===== src/rtl/shift_seq_pkg.sv =====
// Purpose: shared state encoding and default sizes for the shift sequencer slice.
// Latency: n/a (types and constants only).
// Backpressure: n/a.
package shift_seq_pkg;

    localparam int WIDTH_DEF = 8;   // data width of the downstream shifter
    localparam int CNT_W_DEF = 4;   // width of Count and the remaining-shift counter

    typedef enum logic [1:0] {
        IDLE  = 2'd0,
        LOAD  = 2'd1,
        SHIFT = 2'd2,
        DONE  = 2'd3
    } state_t;

endpackage


===== src/rtl/shift_seq_shadow.sv =====
// Purpose: shadow copy of the downstream shifter plus end-of-command comparator.
// Latency: shadow tracks the shifter edge for edge; mismatch flag rises the cycle after check.
// Backpressure: none; follows the sequencer's registered pin drive.
//
// Ports: clk/reset (sync, active-high); load_n/shift_right/fill/load_val mirror the
// shifter pins; check marks the cycle where sh_q is final; clear is an accepted
// start; mismatch is the sticky failure flag.
module shift_seq_shadow #(
    parameter int WIDTH = 8
) (
    input  logic             clk,
    input  logic             reset,
    input  logic             load_n,
    input  logic             shift_right,
    input  logic             fill,
    input  logic [WIDTH-1:0] load_val,
    input  logic             check,
    input  logic             clear,
    input  logic [WIDTH-1:0] sh_q,
    output logic             mismatch
);

    logic [WIDTH-1:0] shadow_q;

    // Same update rule as the shifter: load has priority over shift.
    always_ff @(posedge clk) begin
        if (reset) begin
            shadow_q <= '0;
        end else if (!load_n) begin
            shadow_q <= load_val;
        end else if (shift_right) begin
            shadow_q <= {fill, shadow_q[WIDTH-1:1]};
        end
    end

    // A detected difference wins over a same-cycle clear so a back-to-back
    // command cannot hide the failure of the one just finishing.
    always_ff @(posedge clk) begin
        if (reset) begin
            mismatch <= 1'b0;
        end else if (check && (shadow_q != sh_q)) begin
            mismatch <= 1'b1;
        end else if (clear) begin
            mismatch <= 1'b0;
        end
    end

endmodule


===== src/rtl/shift_sequencer.sv =====
// Purpose: sequences load + N right shifts on the downstream shifter, pulses Done when final.
// Latency: Start in cycle 0 -> LOAD cycle 1 -> SHIFT cycles 2..N+1 -> Done cycle N+2.
// Backpressure: none; Start is only accepted in IDLE/DONE and dropped otherwise.
//
// Ports: Clk, Reset (sync, active-high); Start/Load_Val/Count/Arith command inputs;
// Sh_Q shifter feedback; Sh_Load_Val/Sh_Load_n/Sh_ShiftRight/Sh_ASR shifter drive;
// Busy, Done, Remaining status; Mismatch shadow-check flag.
// Optional: define SHIFT_SEQ_SHADOW_CHECK_EN to add the shadow register check;
// otherwise Sh_Q is unused and Mismatch is tied low.
module shift_sequencer
    import shift_seq_pkg::*;
#(
    parameter int WIDTH = WIDTH_DEF,
    parameter int CNT_W = CNT_W_DEF
) (
    input  logic             Clk,
    input  logic             Reset,
    input  logic             Start,
    input  logic [WIDTH-1:0] Load_Val,
    input  logic [CNT_W-1:0] Count,
    input  logic             Arith,
    input  logic [WIDTH-1:0] Sh_Q,
    output logic [WIDTH-1:0] Sh_Load_Val,
    output logic             Sh_Load_n,
    output logic             Sh_ShiftRight,
    output logic             Sh_ASR,
    output logic             Busy,
    output logic             Done,
    output logic [CNT_W-1:0] Remaining,
    output logic             Mismatch
);

    localparam logic [CNT_W-1:0] CNT_MAX = CNT_W'(WIDTH);
    localparam logic [CNT_W-1:0] CNT_ONE = CNT_W'(1);

    state_t           state_q, state_d;
    logic [CNT_W-1:0] rem_q;
    logic             arith_q;
    logic             start_acc;
    logic [CNT_W-1:0] count_sat;

    logic [WIDTH-1:0] load_val_d;
    logic             load_n_d, shift_right_d, asr_d, busy_d, done_d;

    assign start_acc = Start && ((state_q == IDLE) || (state_q == DONE));
    assign count_sat = (Count > CNT_MAX) ? CNT_MAX : Count;
    assign Remaining = rem_q;

    // State register.
    always_ff @(posedge Clk) begin
        if (Reset) begin
            state_q <= IDLE;
        end else begin
            state_q <= state_d;
        end
    end

    // Next-state logic. rem_q holds the shifts still to issue, including the
    // one issued in the current SHIFT cycle, so 1 means this is the last.
    always_comb begin
        state_d = state_q;
        unique case (state_q)
            IDLE:    if (Start) state_d = LOAD;
            LOAD:    state_d = (rem_q != '0) ? SHIFT : DONE;
            SHIFT:   if (rem_q == CNT_ONE) state_d = DONE;
            DONE:    state_d = Start ? LOAD : IDLE;
            default: state_d = IDLE;
        endcase
    end

    // Output logic, decoded from the next state so the pins are registered
    // and line up with the state they belong to. Sh_Load_Val holds the
    // captured operand after LOAD, which also supplies the sign bit for ASR.
    always_comb begin
        load_val_d    = Sh_Load_Val;
        load_n_d      = 1'b1;
        shift_right_d = 1'b0;
        asr_d         = 1'b0;
        busy_d        = 1'b0;
        done_d        = 1'b0;
        unique case (state_d)
            LOAD: begin
                load_n_d   = 1'b0;
                load_val_d = Load_Val;
                busy_d     = 1'b1;
            end
            SHIFT: begin
                shift_right_d = 1'b1;
                asr_d         = arith_q & Sh_Load_Val[WIDTH-1];
                busy_d        = 1'b1;
            end
            DONE:    done_d = 1'b1;
            default: ;
        endcase
    end

    // Output registers and command capture.
    always_ff @(posedge Clk) begin
        if (Reset) begin
            Sh_Load_Val   <= '0;
            Sh_Load_n     <= 1'b1;
            Sh_ShiftRight <= 1'b0;
            Sh_ASR        <= 1'b0;
            Busy          <= 1'b0;
            Done          <= 1'b0;
            rem_q         <= '0;
            arith_q       <= 1'b0;
        end else begin
            Sh_Load_Val   <= load_val_d;
            Sh_Load_n     <= load_n_d;
            Sh_ShiftRight <= shift_right_d;
            Sh_ASR        <= asr_d;
            Busy          <= busy_d;
            Done          <= done_d;
            if (start_acc) begin
                rem_q   <= count_sat;
                arith_q <= Arith;
            end else if (state_q == SHIFT) begin
                rem_q <= rem_q - CNT_ONE;
            end
        end
    end

`ifdef SHIFT_SEQ_SHADOW_CHECK_EN
    shift_seq_shadow #(
        .WIDTH (WIDTH)
    ) u_shadow (
        .clk         (Clk),
        .reset       (Reset),
        .load_n      (Sh_Load_n),
        .shift_right (Sh_ShiftRight),
        .fill        (Sh_ASR),
        .load_val    (Sh_Load_Val),
        .check       (Done),
        .clear       (start_acc),
        .sh_q        (Sh_Q),
        .mismatch    (Mismatch)
    );
`else
    // Feedback is only needed by the shadow check.
    logic unused_sh_q;
    assign unused_sh_q = ^Sh_Q;
    assign Mismatch    = 1'b0;
`endif

endmodule


===== config.mk =====
export PLATFORM = sky130hd
export DESIGN_NAME = shift_sequencer
export DESIGN_NICKNAME = d
export VERILOG_FILES = /design/src/rtl/shift_seq_pkg.sv /design/src/rtl/shift_seq_shadow.sv /design/src/rtl/shift_sequencer.sv
export SDC_FILE = /design/constraint.sdc
export NUM_CORES = 1
export LEC_CHECK = 0
export ABC_AREA = 1
export ABC_CLOCK_PERIOD_IN_PS = 2000
export CAP_MARGIN = 10
export CORE_MARGIN = 2
export CORE_UTILIZATION = 42
export CTS_BUF_LIST = sky130_fd_sc_hd__clkbuf_16
export DETAILED_ROUTE_END_ITERATION = 16
export GPL_TIMING_DRIVEN = 0
export PLACE_DENSITY = 0.81
export SYNTH_ARGS = -nofsm -noshare
export SYNTH_HDL_FRONTEND = slang
export SYNTH_SLANG_ARGS = --single-unit

===== constraint.sdc =====
create_clock -name Clk -period 2 [get_ports Clk]
set_input_delay 0.5 -clock Clk [delete_from_list [all_inputs] [get_ports Clk]]
set_output_delay 0.5 -clock Clk [all_outputs]
set_load 0.05 [all_outputs]

==> reports/metrics.cfg <==
[run_status]
outcome=finished clean

[timing]
final-hold-violation-count=0
setup_viol=0
finClkSkew_ns=0.00204
slew_violations=0
fmax_mhz=513
finalCritPeriodShare_pct=97.4
fin_crit_ns=1.95
tns_ns=0
grt_setup_unrepaired=no
worst_slew_pin_slew_ns=0.503
max-slew-margin-rel_pct=66.4

[clock_network]
clock-sinks=20
numCtsBuffers=3
clock_latency_ns=0.25
cts_tree=built
htreeDepth=1
clock_path_buffers=2
cts-hold-fix-buffers=0
root_buffer=clkbuf_16
clkTransAtPathRegs_ns=0.06

[routing]
ant_nets=0
wl_met3_um=106
drtIter0Drc=17
dr.pass1.iters=4
routed-via-count=1002
wl_met2_mm=1.28
wire_per_inst_um=11.6
routed_wl_mm=2.47
post-route-drc-count=0
topRoutingLayerUsed=met4
wl_met1_um=986
viasPerCell=4.70

[synth]
synth.distinct_cells=23
synth-seq-area-share_pct=38.3
postSynthCellCount=147
ys_ff_latch=20
mappedNetlistArea_mm2=0.00105
syn_area_per_cell_um2=7.12
syn_nets=178
yosysWarnings=0

[final_layout]
instances_no_fill=213
n_antenna_cell=0
layout-drive-gt1-share_pct=6.56
seq_area_um2=400
multi_input_area_um2=477
most-common-layout-cells=inv_1, clkdlybuf4s50_1, nand2_1, dfxtp_1, nor2_1
utilization_pct=62.7
nNetsFinal=215
nFillCells=196
final_common_cell=inv_1
syn_to_final_growth_pct=44.4

[hold_path]
whs_path_depth=2
holdCritPathClass=flip-flop to flip-flop

[critical_path]
path_depth=1
path_cells=clkdlybuf4s50_1
worstSetupPathType=flip-flop to output port
cp_data_arrival_time_ns=1.45
worstPathRequired_ns=1.50
r2r_cells=8
critPathCaptureType=output port
critPathSlowestCell=clkdlybuf4s50_1
worstSetupStartpointType=flip-flop
crit_family=buffers and inverters
crit_buf_inv=1
cp_max_fo=4
cp_slowest_stage_delay_ns=0.82

[floorplan]
ioPinCount=42
die_w_um=53.9
core_area_mm2=0.00241
dieArea_mm2=0.00291
die_h_um=53.9
num_rows=18
start_util_pct=43.4

[placement]
gp_congestion=0.731
portBuffers=32
dpl.cell_count=209
hpwl_mm=1.70

[power_and_ir_drop]
p_per_area_mw_per_mm2=1940
total_power_mw=2.92
p_leak_nw=0.784
peakVddDrop_mv=1.11

[run]
maxCapViolations=0

[global_route]
grt-ovfl-total=0
grt_max_degree=13
antenna_found_initial=0
grt_pass1_vias=917
gr-usage-all-layers_pct=18.9
grt_pass1_wl_mm=3.90

==> layout make-up <==
cell class	instances	area share [%]
clock inverter	1	1.99
buffer	3	0.994
multi-input combinational	83	31.6
tap	30	2.49
inverter	41	10.2
sequential	20	26.5
timing repair buffer	32	21.3
clock buffer	3	4.97
==> power breakdown <==
part	switching, mW	internal, mW
combinational	1.16	0.568
clock	0.150	0.397
sequential	0.0904	0.554
==> synth_stat cells <==
cell type   n  share of area (%)
inv_1      41                 15
nand2_1    28                 10
dfxtp_1    20                 38
nor2_1     15                5.4
nand4_1     9                5.4
ha_1        7                8.4
nand3_1     4                1.9
a21oi_1     3                1.4
o21ai_0     3                1.4
clkbuf_1    2               0.72
nand2_4     2                2.2
o211ai_1    2                1.4
a211oi_1    1               0.72
buf_4       1               0.72
conb_1      1               0.36
nand3_2     1               0.96
nand3_4     1                1.7
nand3b_1    1               0.72
nor2_2      1               0.60
nor2_4      1                1.1
nor3_1      1               0.48
or2_2       1               0.60
xnor2_1     1               0.84
==> state kept, by name, summed over array words and instances (netlist names) <==
name and flops:
Remaining 4, arith_q 1, state_q 2, Done 1
Sh_ShiftRight 1, Sh_Load_n 1, Busy 1, Sh_ASR 1
Sh_Load_Val 8
==> through the flow <==
stage          hold WS (ns)  instance area, µm²  worst slack (ns)
2_1_floorplan         0.412                1050             0.214
4_1_cts               0.451                1510            0.0288
5_1_grt               0.459                1510            0.0161
3_3_place_gp          0.430                1400            0.0495
6_report              0.449                1510            0.0520
3_5_place_dp          0.431                1400            0.0250
==> layer usage <==
layer  track usage (%)  vias up
li1                  -      509
met5                 0        -
met3              3.06       11
met2              32.9       31
met4              11.5        0
met1              21.4      451
==> final timing paths <==
kind / from / endpoint / slack, ns
setup / recovery: Remaining[3] / Remaining[3] / 0.05
hold / removal: arith_q / Sh_ASR / 0.45
setup reg to reg: state_q[0] / Remaining[2] / 0.20
hold reg to reg: arith_q / Sh_ASR / 0.45
==> cells by family (layout without fill, tap and decap cells) <==
kind of cell / Yosys count / in the layout / synth area share, %
simple gates: 65 / 65 / 31.0
xor+xnor: 1 / 1 / 0.837
fa+ha+maj: 7 / 7 / 8.37
compound gates: 9 / 9 / 5.02
flops: 20 / 20 / 38.3
buf+inv: 44 / 80 / 16.1
other cells: 1 / 1 / 0.359
==> repair_timing <==
| item | CTS | global route |
|---|---|---|
| buffers inserted | 0 | 0 |
| endpoints found under the setup margin | 1 | 1 |
| gates resized for setup | 1 | 1 |
| pin swaps | 0 | 0 |
(Power assumes the default switching activity.)
